[src/rtl/io_mmu_arb.sv]
// io_mmu_arb: round-robin arbiter/sequencer sharing one IO-MMU translation
// port among NUM_REQ requesters. One translation in flight at a time; the
// lookup is held across TLB misses, the late permission result is folded
// in, and a watchdog forces a fault after TIMEOUT lookup cycles.
//
// Ports:
//   clk_i, rst_i          clock, synchronous active-high reset
//   req_val_i/vaddr/store per-requester request (held until req_rdy_o)
//   req_rdy_o             one-hot accept pulse (IDLE only)
//   res_*                 one-cycle response: id, paddr, fault, watchdog flag
//   busy_o                translation in progress
//   mmu_*                 translation port to/from the IO-MMU
module io_mmu_arb #(
  parameter int NUM_REQ = 2,
  parameter int VADDR   = 64,
  parameter int PADDR   = 40,
  parameter int TIMEOUT = 1024
) (
  input  logic                       clk_i,
  input  logic                       rst_i,
  input  logic [NUM_REQ-1:0]         req_val_i,
  input  logic [NUM_REQ*VADDR-1:0]   req_vaddr_i,
  input  logic [NUM_REQ-1:0]         req_store_i,
  output logic [NUM_REQ-1:0]         req_rdy_o,
  output logic                       res_val_o,
  output logic [$clog2(NUM_REQ)-1:0] res_id_o,
  output logic [PADDR-1:0]           res_paddr_o,
  output logic                       res_exc_o,
  output logic                       res_timeout_o,
  output logic                       busy_o,
  output logic                       mmu_req_o,
  output logic [VADDR-1:0]           mmu_vaddr_o,
  output logic                       mmu_store_o,
  input  logic                       mmu_hit_i,
  input  logic [PADDR-1:0]           mmu_paddr_i,
  input  logic                       mmu_exc_val_i
);
  localparam int IW = $clog2(NUM_REQ);
  localparam int CW = $clog2(TIMEOUT);
  localparam logic [CW-1:0] CNT_LAST = CW'(TIMEOUT - 1);

  typedef enum logic [1:0] {IDLE, LOOKUP, CHECK, RESP} state_t;
  state_t state_q, state_d;

  logic [IW-1:0]      ptr_q, id_q, gnt, idx;
  logic [NUM_REQ-1:0] gnt_oh;
  logic               found, gnt_store, store_q, exc_q, to_q;
  logic [VADDR-1:0]   gnt_vaddr, vaddr_q;
  logic [PADDR-1:0]   paddr_q;
  logic [CW-1:0]      cnt_q;

  // Round-robin pick: first requester set, searching from ptr+1 upward.
  always_comb begin
    found  = 1'b0;
    gnt    = '0;
    gnt_oh = '0;
    idx    = '0;
    for (int i = 1; i <= NUM_REQ; i++) begin
      idx = IW'((int'(ptr_q) + i) % NUM_REQ);
      if (!found && req_val_i[idx]) begin
        found       = 1'b1;
        gnt         = idx;
        gnt_oh[idx] = 1'b1;
      end
    end
    gnt_vaddr = '0;
    gnt_store = 1'b0;
    for (int k = 0; k < NUM_REQ; k++) begin
      if (gnt_oh[k]) begin
        gnt_vaddr = req_vaddr_i[k*VADDR +: VADDR];
        gnt_store = req_store_i[k];
      end
    end
  end

  always_ff @(posedge clk_i) begin
    if (rst_i) state_q <= IDLE;
    else       state_q <= state_d;
  end

  always_comb begin
    state_d   = state_q;
    req_rdy_o = '0;
    mmu_req_o = 1'b0;
    res_val_o = 1'b0;
    busy_o    = (state_q != IDLE);
    case (state_q)
      IDLE: begin
        // No accept while reset is asserted: the grant would be discarded.
        if (found && !rst_i) begin
          req_rdy_o = gnt_oh;
          state_d   = LOOKUP;
        end
      end
      LOOKUP: begin
        mmu_req_o = 1'b1;
        if (mmu_hit_i)                             state_d = CHECK;
        else if (mmu_exc_val_i || cnt_q == CNT_LAST) state_d = RESP;
      end
      CHECK:   state_d = RESP;
      default: begin
        res_val_o = 1'b1;
        state_d   = IDLE;
      end
    endcase
  end

  always_ff @(posedge clk_i) begin
    if (rst_i) begin
      ptr_q   <= IW'(NUM_REQ - 1);
      id_q    <= '0;
      vaddr_q <= '0;
      store_q <= 1'b0;
      paddr_q <= '0;
      cnt_q   <= '0;
      exc_q   <= 1'b0;
      to_q    <= 1'b0;
    end else begin
      case (state_q)
        IDLE: if (found) begin
          ptr_q   <= gnt;
          id_q    <= gnt;
          vaddr_q <= gnt_vaddr;
          store_q <= gnt_store;
          cnt_q   <= '0;
          exc_q   <= 1'b0;
          to_q    <= 1'b0;
        end
        LOOKUP: begin
          // Hit outranks a same-cycle exception; CHECK re-samples it.
          if (mmu_hit_i)          paddr_q <= mmu_paddr_i;
          else if (mmu_exc_val_i) exc_q   <= 1'b1;
          else if (cnt_q == CNT_LAST) begin
            exc_q <= 1'b1;
            to_q  <= 1'b1;
          end else cnt_q <= cnt_q + CW'(1);
        end
        CHECK:   exc_q <= mmu_exc_val_i;
        default: ;
      endcase
    end
  end

  assign res_id_o      = id_q;
  assign res_paddr_o   = paddr_q;
  assign res_exc_o     = exc_q;
  assign res_timeout_o = to_q;
  assign mmu_vaddr_o   = vaddr_q;
  assign mmu_store_o   = store_q;
endmodule
[config.mk]
export PLATFORM = sky130hd
export DESIGN_NAME = io_mmu_arb
export DESIGN_NICKNAME = d
export VERILOG_FILES = /design/src/rtl/io_mmu_arb.sv
export SDC_FILE = /design/constraint.sdc
export NUM_CORES = 1
export LEC_CHECK = 0
export CORE_MARGIN = 4
export CORE_UTILIZATION = 39
export CTS_BUF_LIST = sky130_fd_sc_hd__clkbuf_8
export DETAILED_ROUTE_END_ITERATION = 12
export PLACE_DENSITY = 0.92
export SETUP_SLACK_MARGIN = 0.1
export SYNTH_ARGS = -nofsm -noshare
export SYNTH_HDL_FRONTEND = slang
export SYNTH_SLANG_ARGS = --single-unit
[constraint.sdc]
create_clock -name clk_i -period 2.6 [get_ports clk_i]
set_clock_uncertainty 0.15 [all_clocks]
set_input_delay 0.52 -clock clk_i [delete_from_list [all_inputs] [get_ports clk_i]]
set_output_delay 0.52 -clock clk_i [all_outputs]
set_load 0.02 [all_outputs]
==> impl_summary.md, run 1 <==
Routing
Before antenna repair, the detailed router went through 4 iterations. The average vias per placed instance is 5.328. The total detailed-routing wirelength is 17.69 mm. The post-detailed-route wirelength per cell is 16.89 um. The number of antenna-violating nets in the routed design is 0. For this block, the via count after detailed routing is 5578. The starting DRC count in detailed routing is 330. For this run, design rule violations remaining after detail routing come to 0.

STA
Setup violations remaining at the end of the flow were counted as 0. The final max-slew violation count was 0. The worst path setup slack after routing is 176.6 ps. Setup repair after global routing left no endpoint under its margin.

The number of hold-slack violations in the final timing report is 0. In the finished design, the share of the clock period the worst path needs comes to 0.9321. The normalized max-slew margin is 0.5129.

The accumulated negative setup slack is 0 ps. The slew at the pin closest to its max-slew limit is 730.6 ps. The final critical path time including I/O delays and setup is 2423 ps. The peak clock frequency supported by timing is 0.4126 GHz.

Yosys
The post-synthesis register bit count is 121. By count the netlist is led by sky130_fd_sc_hd__dfxtp_1 (121), sky130_fd_sc_hd__nand2_1 (95), sky130_fd_sc_hd__nor2_1 (71), sky130_fd_sc_hd__nor3_1 (69), sky130_fd_sc_hd__a221oi_1 (65). The predominant post-synthesis flop cell is sky130_fd_sc_hd__dfxtp_1. The most instantiated library cell after synthesis is sky130_fd_sc_hd__dfxtp_1. The synthesized design contains 0 enable-type register cells.

The fraction of the yosys area taken by sequential cells is 0.4903. Of all cell types, the one taking the most synthesized area is sky130_fd_sc_hd__dfxtp_1. The average cell area after synthesis is 8.318 um2. The mapped netlist covers 4941 um2. The post-synthesis async set-or-reset flop share is 0.

Of the post-synthesis cell area, the dominant cell type holds 0.4903. The count of yosys warnings during synthesis is 0. The cell count after synthesis is 594.

Counting every net in the synthesized netlist gives 776. By area the synthesized netlist is led by sky130_fd_sc_hd__dfxtp_1 (49%), sky130_fd_sc_hd__a221oi_1 (12%), sky130_fd_sc_hd__nand2_1 (7.2%). In this run, distinct cell masters in the synthesized netlist total 45.

Worst setup path
Data on the critical path is required at its endpoint by 1930 ps. The worst setup path is launched from an input pin. The worst setup path is captured at a primary output. The critical path is of the input pin to primary output type.

The number of cells on the worst reg-to-reg path is 5. The startpoint of the worst register-to-register path is cnt_q[0]$_SDFFE_PP0P_. The endpoint identified for the worst register-to-register timing path is cnt_q[0]$_SDFFE_PP0P_. For the worst setup path, the data arrival time is 1750 ps. The worst register-to-register path has a setup slack of 380 ps. The top fanout value on the critical path is 3.

Hold path
The path with the worst hold slack has its endpoint at mmu_vaddr_o[8]$_SDFFE_PP0P_. The worst min-delay path startpoint is rst_i. The count of cells along the worst hold path is 2. The worst hold-check path type is input pin to register.

CTS
In this run, post-CTS hold repair placed 0 buffers. The total clock buffers created by CTS is 17. After clock tree synthesis, the repair step resized 10 gates.

The depth of the CTS H-tree is 4. TritonCTS built the clock tree. The clock reaches the later pin of the worst-skew pair after 430 ps. CTS placed an instance of sky130_fd_sc_hd__clkbuf_8 at the clock tree root. The clock-pin slew on the worst setup and hold paths is 70 ps.

The clock net in this run drives a total of 121 sinks. Once the clock tree was built, the setup fixing pass inserted 0 buffers. The maximum buffer depth of the clock tree is 2.

Global route
The leftover overflow at the end of global routing is 0. The all-layer global routing usage is 0.2366. The initial antenna violation count came to 0. The number of global-route vias before repair was 5588. Entering global routing, the biggest net connects 66 pins.

The first global-routing pass estimated 27.21 mm of wire.

Floorplan
In this run the vertical extent of the chip is 120.6 um. The number of top-level design ports is 289. The starting density of the core is 0.4046. The number of placement rows is 40. From left edge to right edge, the die measures 120.6 um. The die covers 14530 um2. The area of the placeable core is 12210 um2.

Layout
In the final layout, the share of cells above drive strength 1 is 0.07964. The layout net count is 1049. After routing the design area is 8421 um2.

The number of antenna diodes in the final layout is 0. The post-synthesis to final-layout area growth is 70.42%.

Flow run
The tool flagged a number of max-cap violations equal to 0.

Placed design
The placed wire-length estimate after detailed placement is 12.84 mm. The congestion estimate from routability-driven global placement came to 0.8773. After detailed placement, the total cell area comes to 8006 um2.

OpenSTA, run right after detailed placement, puts the worst setup slack at -225.4 ps. The number of port buffers is 288.

Power and ir drop
In this run the power density over the cells is 960.9 nW/um2. Summed over all cells, the static leakage comes to 3.084 nW. Across the VDD grid, the largest voltage drop is 0.5148 mV. Summing internal, switching and leakage power gives 8.091 mW.

Status
The flow ran to the end, and the final reports show no timing, DRC or antenna violations.
==> through the flow <==
step	instances	hold slack (ps)	util
after global placement	1016	291.3	0.6556
after CTS	1047	124.6	0.6894
after global routing	1047	140.6	0.6895
after detailed placement	1016	297.6	0.6556
after floorplan	594	314.4	-
final	1047	154.3	0.6895
==> worst max path at each step <==
stage              endpoint  cells past startpoint  slack (ps)          from
2_1_floorplan  req_rdy_o[0]                      4         290  req_val_i[0]
3_3_place_gp   req_rdy_o[0]                      5        -210  req_val_i[1]
3_5_place_dp   req_rdy_o[0]                      5        -230  req_val_i[1]
4_1_cts        req_rdy_o[1]                      5         100  req_val_i[1]
5_1_grt        req_rdy_o[0]                      5         130  req_val_i[1]
6_report       req_rdy_o[0]                      5         180  req_val_i[1]
==> layer usage <==
metal  share of wire  wire length [um]  GRT usage
met3           0.095              1677    0.09401
met4           0.036               641     0.1169
met2            0.50              8884     0.4174
met5               0                 0          0
met1            0.37              6484     0.2425
==> flip-flops by register name (all words and copies together), names as in the netlist <==
signal and cells:
res_timeout_o 1, cnt_q 10, mmu_store_o 1, mmu_vaddr_o 64, res_exc_o 1, ptr_q 1, state_q 2, res_paddr_o 40
res_id_o 1
==> cell type report <==
cell class                 count  area, um2
clock inverter                12      150.1
multi-input combinational    409       2316
fill                         930       3791
sequential                   121       2425
inverter                      11      41.29
tap                          168      210.2
timing repair buffer         307       3017
clock buffer                  19      261.5
==> placed cells by master, fill, tap and decap left out, drive strengths merged, types with 2 or more instances in the layout <==
| cell | instances |
|---|---|
| a21boi | 2 |
| a21oi | 45 |
| a221oi | 65 |
| a31oi | 7 |
| and3 | 4 |
| buf | 20 |
| bufinv | 3 |
| clkbuf | 20 |
| clkdlybuf4s50 | 283 |
| clkinv | 7 |
| clkinvlp | 3 |
| dfxtp | 121 |
| dlygate4sd2 | 2 |
| ha | 6 |
| inv | 10 |
| mux2 | 2 |
| mux2i | 2 |
| nand2 | 95 |
| nand2b | 2 |
| nand4 | 2 |
| nor2 | 71 |
| nor2b | 2 |
| nor3 | 69 |
| nor4 | 2 |
| o211ai | 6 |
| o21ai | 7 |
| or2 | 2 |
| or3 | 2 |
| or4 | 2 |
==> kinds of logic after synthesis <==
| kind of cell | Yosys count | share of synthesized area |
|---|---|---|
| simple gates | 258 | 0.2302 |
| buf+inv | 64 | 0.05065 |
| flops | 121 | 0.4903 |
| mux | 4 | 0.009369 |
| compound gates | 141 | 0.2044 |
| fa+ha+maj | 6 | 0.01519 |
==> power breakdown <==
part	switching [mW]	leakage, nW	internal (mW)
Sequential	0.256	0.994	2.34
Clock	0.758	0.203	0.988
Combinational	2.06	1.89	1.69
Total	3.08	3.08	5.02
==> critical path, cell delays in order <==
cell and delay [ps]:
sky130_fd_sc_hd__clkdlybuf4s50_1 440, sky130_fd_sc_hd__buf_4 170, sky130_fd_sc_hd__a21boi_4 140, sky130_fd_sc_hd__and3_4 220
sky130_fd_sc_hd__clkdlybuf4s15_2 260
Power figures use the tool's default switching activity.
==> inputs of run 2 (changes only) <==
--- a/config.mk
+++ b/config.mk
@@ -5,7 +5,6 @@
 export SDC_FILE = /design/constraint.sdc
 export NUM_CORES = 1
 export LEC_CHECK = 0
-export CORE_MARGIN = 4
 export CORE_UTILIZATION = 39
 export CTS_BUF_LIST = sky130_fd_sc_hd__clkbuf_8
 export DETAILED_ROUTE_END_ITERATION = 12
==> constraint.sdc (replaced) <==
create_clock -name clk_i -period 2.25 [get_ports clk_i]
set_clock_uncertainty 0.15 [all_clocks]
set_input_delay 0.45 -clock clk_i [delete_from_list [all_inputs] [get_ports clk_i]]
set_output_delay 0.45 -clock clk_i [all_outputs]
set_load 0.02 [all_outputs]
==> run 2 against run 1 <==
Effect of this change: critical path depth grew 3; sequential share of layout area shrank 0.81 points; count of clock-buffer cells in the layout did not move; die area shrank 9.7%; non-clock buffer count is 15 higher; total power is 20% higher; first-iteration DRC count grew 20%; largest cell class unchanged.
==> impl_summary.md, run 2 (synthesized netlist as in run 1, its figures left out) <==
Status
The run finished with clean final reports.

Placed design
The worst-case setup slack after placement came to -265.5 ps (-40.02 ps). The total instance count after detailed placement is 1028 (+1.2%). The number of port buffers is 288 (unchanged). The placed wire-length estimate after detailed placement is 12.23 mm (-4.8%). The final estimated routing congestion in global placement was 0.8136 (-7.3%).

Routing
The wire length on met2 is 8.923 mm (+0.44%). The sum of routed wire segments on met1 is 6.591 mm (+1.7%). The wire length on met3 came to 1.744 mm (+4.0%).

The number of antenna-violating nets in the routed design was 0 (unchanged). The DRC violations left is 0 (unchanged). The highest metal layer with signal wires is met4.

The starting DRC count in detailed routing is 396 (+20%). The average vias per placed instance was 5.332 (about the same). The first-pass iteration count of the detailed router is 4 (unchanged). The via count of the routed design is 5668 (+1.6%). The post-detailed-route wirelength per cell is 16.73 um (-0.95%). The total detailed-routing wirelength was 17.79 mm (+0.56%).

CTS
The clock tree from TritonCTS is built. The insertion delay of the later-clocked pin in the worst-skew pair came to 450 ps (+20 ps). The depth of the CTS H-tree was 4 (unchanged).

The clock root buffer is sky130_fd_sc_hd__clkbuf_8. The TritonCTS sink count is 121 (unchanged). The count of hold buffers inserted by post-cts repair is 0 (unchanged).

The total clock buffers created by CTS was 17 (unchanged). The maximum buffer depth of the clock tree is 2 (unchanged). The clock-pin slew on the worst setup and hold paths is 80 ps (about the same).

Layout
The post-layout utilization of the core is 0.7123 (+0.02280). The post-synthesis to final-layout area growth is 75.34%. The sequential cell area is 2425 um2 (unchanged).

In the layout the commonest cells are sky130_fd_sc_hd__clkdlybuf4s50_1 (280), sky130_fd_sc_hd__dfxtp_1 (119), sky130_fd_sc_hd__nand2_1 (95), sky130_fd_sc_hd__nor2_1 (69), sky130_fd_sc_hd__nor3_1 (69). The ratio of cells with drive above 1 in the final layout is 0.1073 (+0.02763). The number of fill cells is 863 (-7.2%).

The number of antenna diodes was 0 (unchanged). The most common library cell in the layout ignoring fill and taps is sky130_fd_sc_hd__clkdlybuf4s50_1. The multi-input logic area is 2375 um2 (+2.5%). The post-layout instance count excluding filler cells is 1063 (+1.5%). The number of flip-flops under the largest register name is 64 (unchanged). The layout net count is 1064 (+1.4%).

Worst setup path
The master of the slowest instance on the critical path is sky130_fd_sc_hd__or4_1. In this design, the critical path's most frequently occurring cell is sky130_fd_sc_hd__buf_4. The critical path goes through inv_4, ha_4, nor3b_1, buf_4, a211o_1, buf_4, or4_1, o211ai_1. STA classifies the critical path endpoint as a register.

The top fanout value on the critical path came to 5 (+2). The largest stage delay on the critical path is 530 ps (+90 ps). The data required time at the worst endpoint is 2470 ps (+540 ps). The number of cells on the worst reg-to-reg path came to 8 (+3).

The sort of element at the start of the critical path is a register. The signal arrival time at the worst endpoint is 2380 ps (+630 ps). The critical path is of the register to register type.

Floorplan
The area enclosed by the die boundary came to 13120 um2 (-9.7%). The number of top-level design ports is 289 (unchanged). The die height is 114.6 um (-5.0%). The area of the placeable core is 12160 um2 (-0.41%). The number of placement rows is 40 (unchanged).

The starting density of the core is 0.4063 (+0.001665). The overall die width was 114.6 um (-5.0%).

STA
Setup repair after global routing could not meet its margin everywhere. The final hold slack was 244.4 ps (+90.07 ps). For the finished layout, the period the worst path requires is 2164 ps. Static timing analysis puts the maximum clock frequency at 0.4621 GHz.

The normalized max-slew margin is 0.5159 (+0.002987). The slew at the pin closest to its max-slew limit is 726.1 ps (-4.481 ps). The accumulated negative setup slack is 0 ps (unchanged). The final count of negative-setup-slack endpoints came to 0 (unchanged). The post-route fraction of the period consumed by the critical path is 0.9617. The worst path setup slack after routing is 86.06 ps (-90.51 ps). The number of hold-slack violations in the final timing report was 0 (unchanged).

The final max-slew violation count is 0 (unchanged).

Global route
The number of global-route vias before repair is 5333 (-4.6%). The leftover overflow at the end of global routing came to 0 (unchanged). The all-layer global routing usage is 0.2668 (+0.03020).

The maximum number of pins on one net before global-route repair came to 112 (+70%). The global-route wire length before repair was 27.02 mm (-0.68%). The initial antenna violation count is 0 (unchanged).

Power and ir drop
The ratio of total power to cell area is 1124 nW/um2 (+17%). The static leakage power was 3.178 nW (+3.0%). The largest vdd supply drop was 0.6381 mV (+24%).

Hold path
The count of cells along the worst hold path is 4 (+2). The tightest min-delay check is of the input pin to register type.

Flow run
The max-cap violation count came to 0 (unchanged).
[run 2: per-stage QoR]
step / area, um2 / total power, mW
6_report: 8663 / 9.736
5_1_grt: 8663 / 10.28
4_1_cts: 8608 / 9.693
3_5_place_dp: 8150 / 7.520
3_3_place_gp: 8150 / 7.427
2_1_floorplan: 4950 / 5.385
[run 2: worst max-delay path: cells and delay by family, from the launching register on]
kind	cells	cell delay (ps)
simple gates	2	660
buf+inv	3	370
flops	1	370
fa+ha+maj	1	170
compound gates	2	370
[run 2: worst paths after layout]
check	start	endpoint	slack, ps
max	state_q[1]$_SDFFE_PP0P_	cnt_q[9]$_SDFFE_PP0P_	90
min	rst_i	cnt_q[8]$_SDFFE_PP0P_	240
max reg2reg	state_q[1]$_SDFFE_PP0P_	cnt_q[9]$_SDFFE_PP0P_	90
min reg2reg	res_paddr_o[18]$_SDFFE_PP0P_	res_paddr_o[18]$_SDFFE_PP0P_	310
[run 2: area by class of cell]
cell class              instances  area share
repair buffers                322      0.3671
flip-flops and latches        121      0.2799
multi-input cells             409      0.2741
clock buffers                  19     0.03018
well taps                     168     0.02426
clock inverters                13     0.01935
inverters                      11    0.005055
[run 2: power breakdown]
group	switching, mW	internal (mW)
sequential	0.290	2.71
combinational	2.49	2.14
clock	0.944	1.16
total	3.73	6.01
[run 2: metal layers]
metal | vias up | GRT usage
li1 | 2718 | -
met1 | 2634 | 0.2817
met2 | 275 | 0.4594
met3 | 41 | 0.1159
met4 | 0 | 0.1203
met5 | - | 0
[run 2: repair_timing]
| item | in CTS | in global routing |
|---|---|---|
| endpoints found under the setup margin | 13 | 14 |
| pin swaps | 2 | 4 |
| gates resized for setup | 19 | 13 |
| gates cloned | 0 | 0 |
| buffers inserted | 1 | 2 |
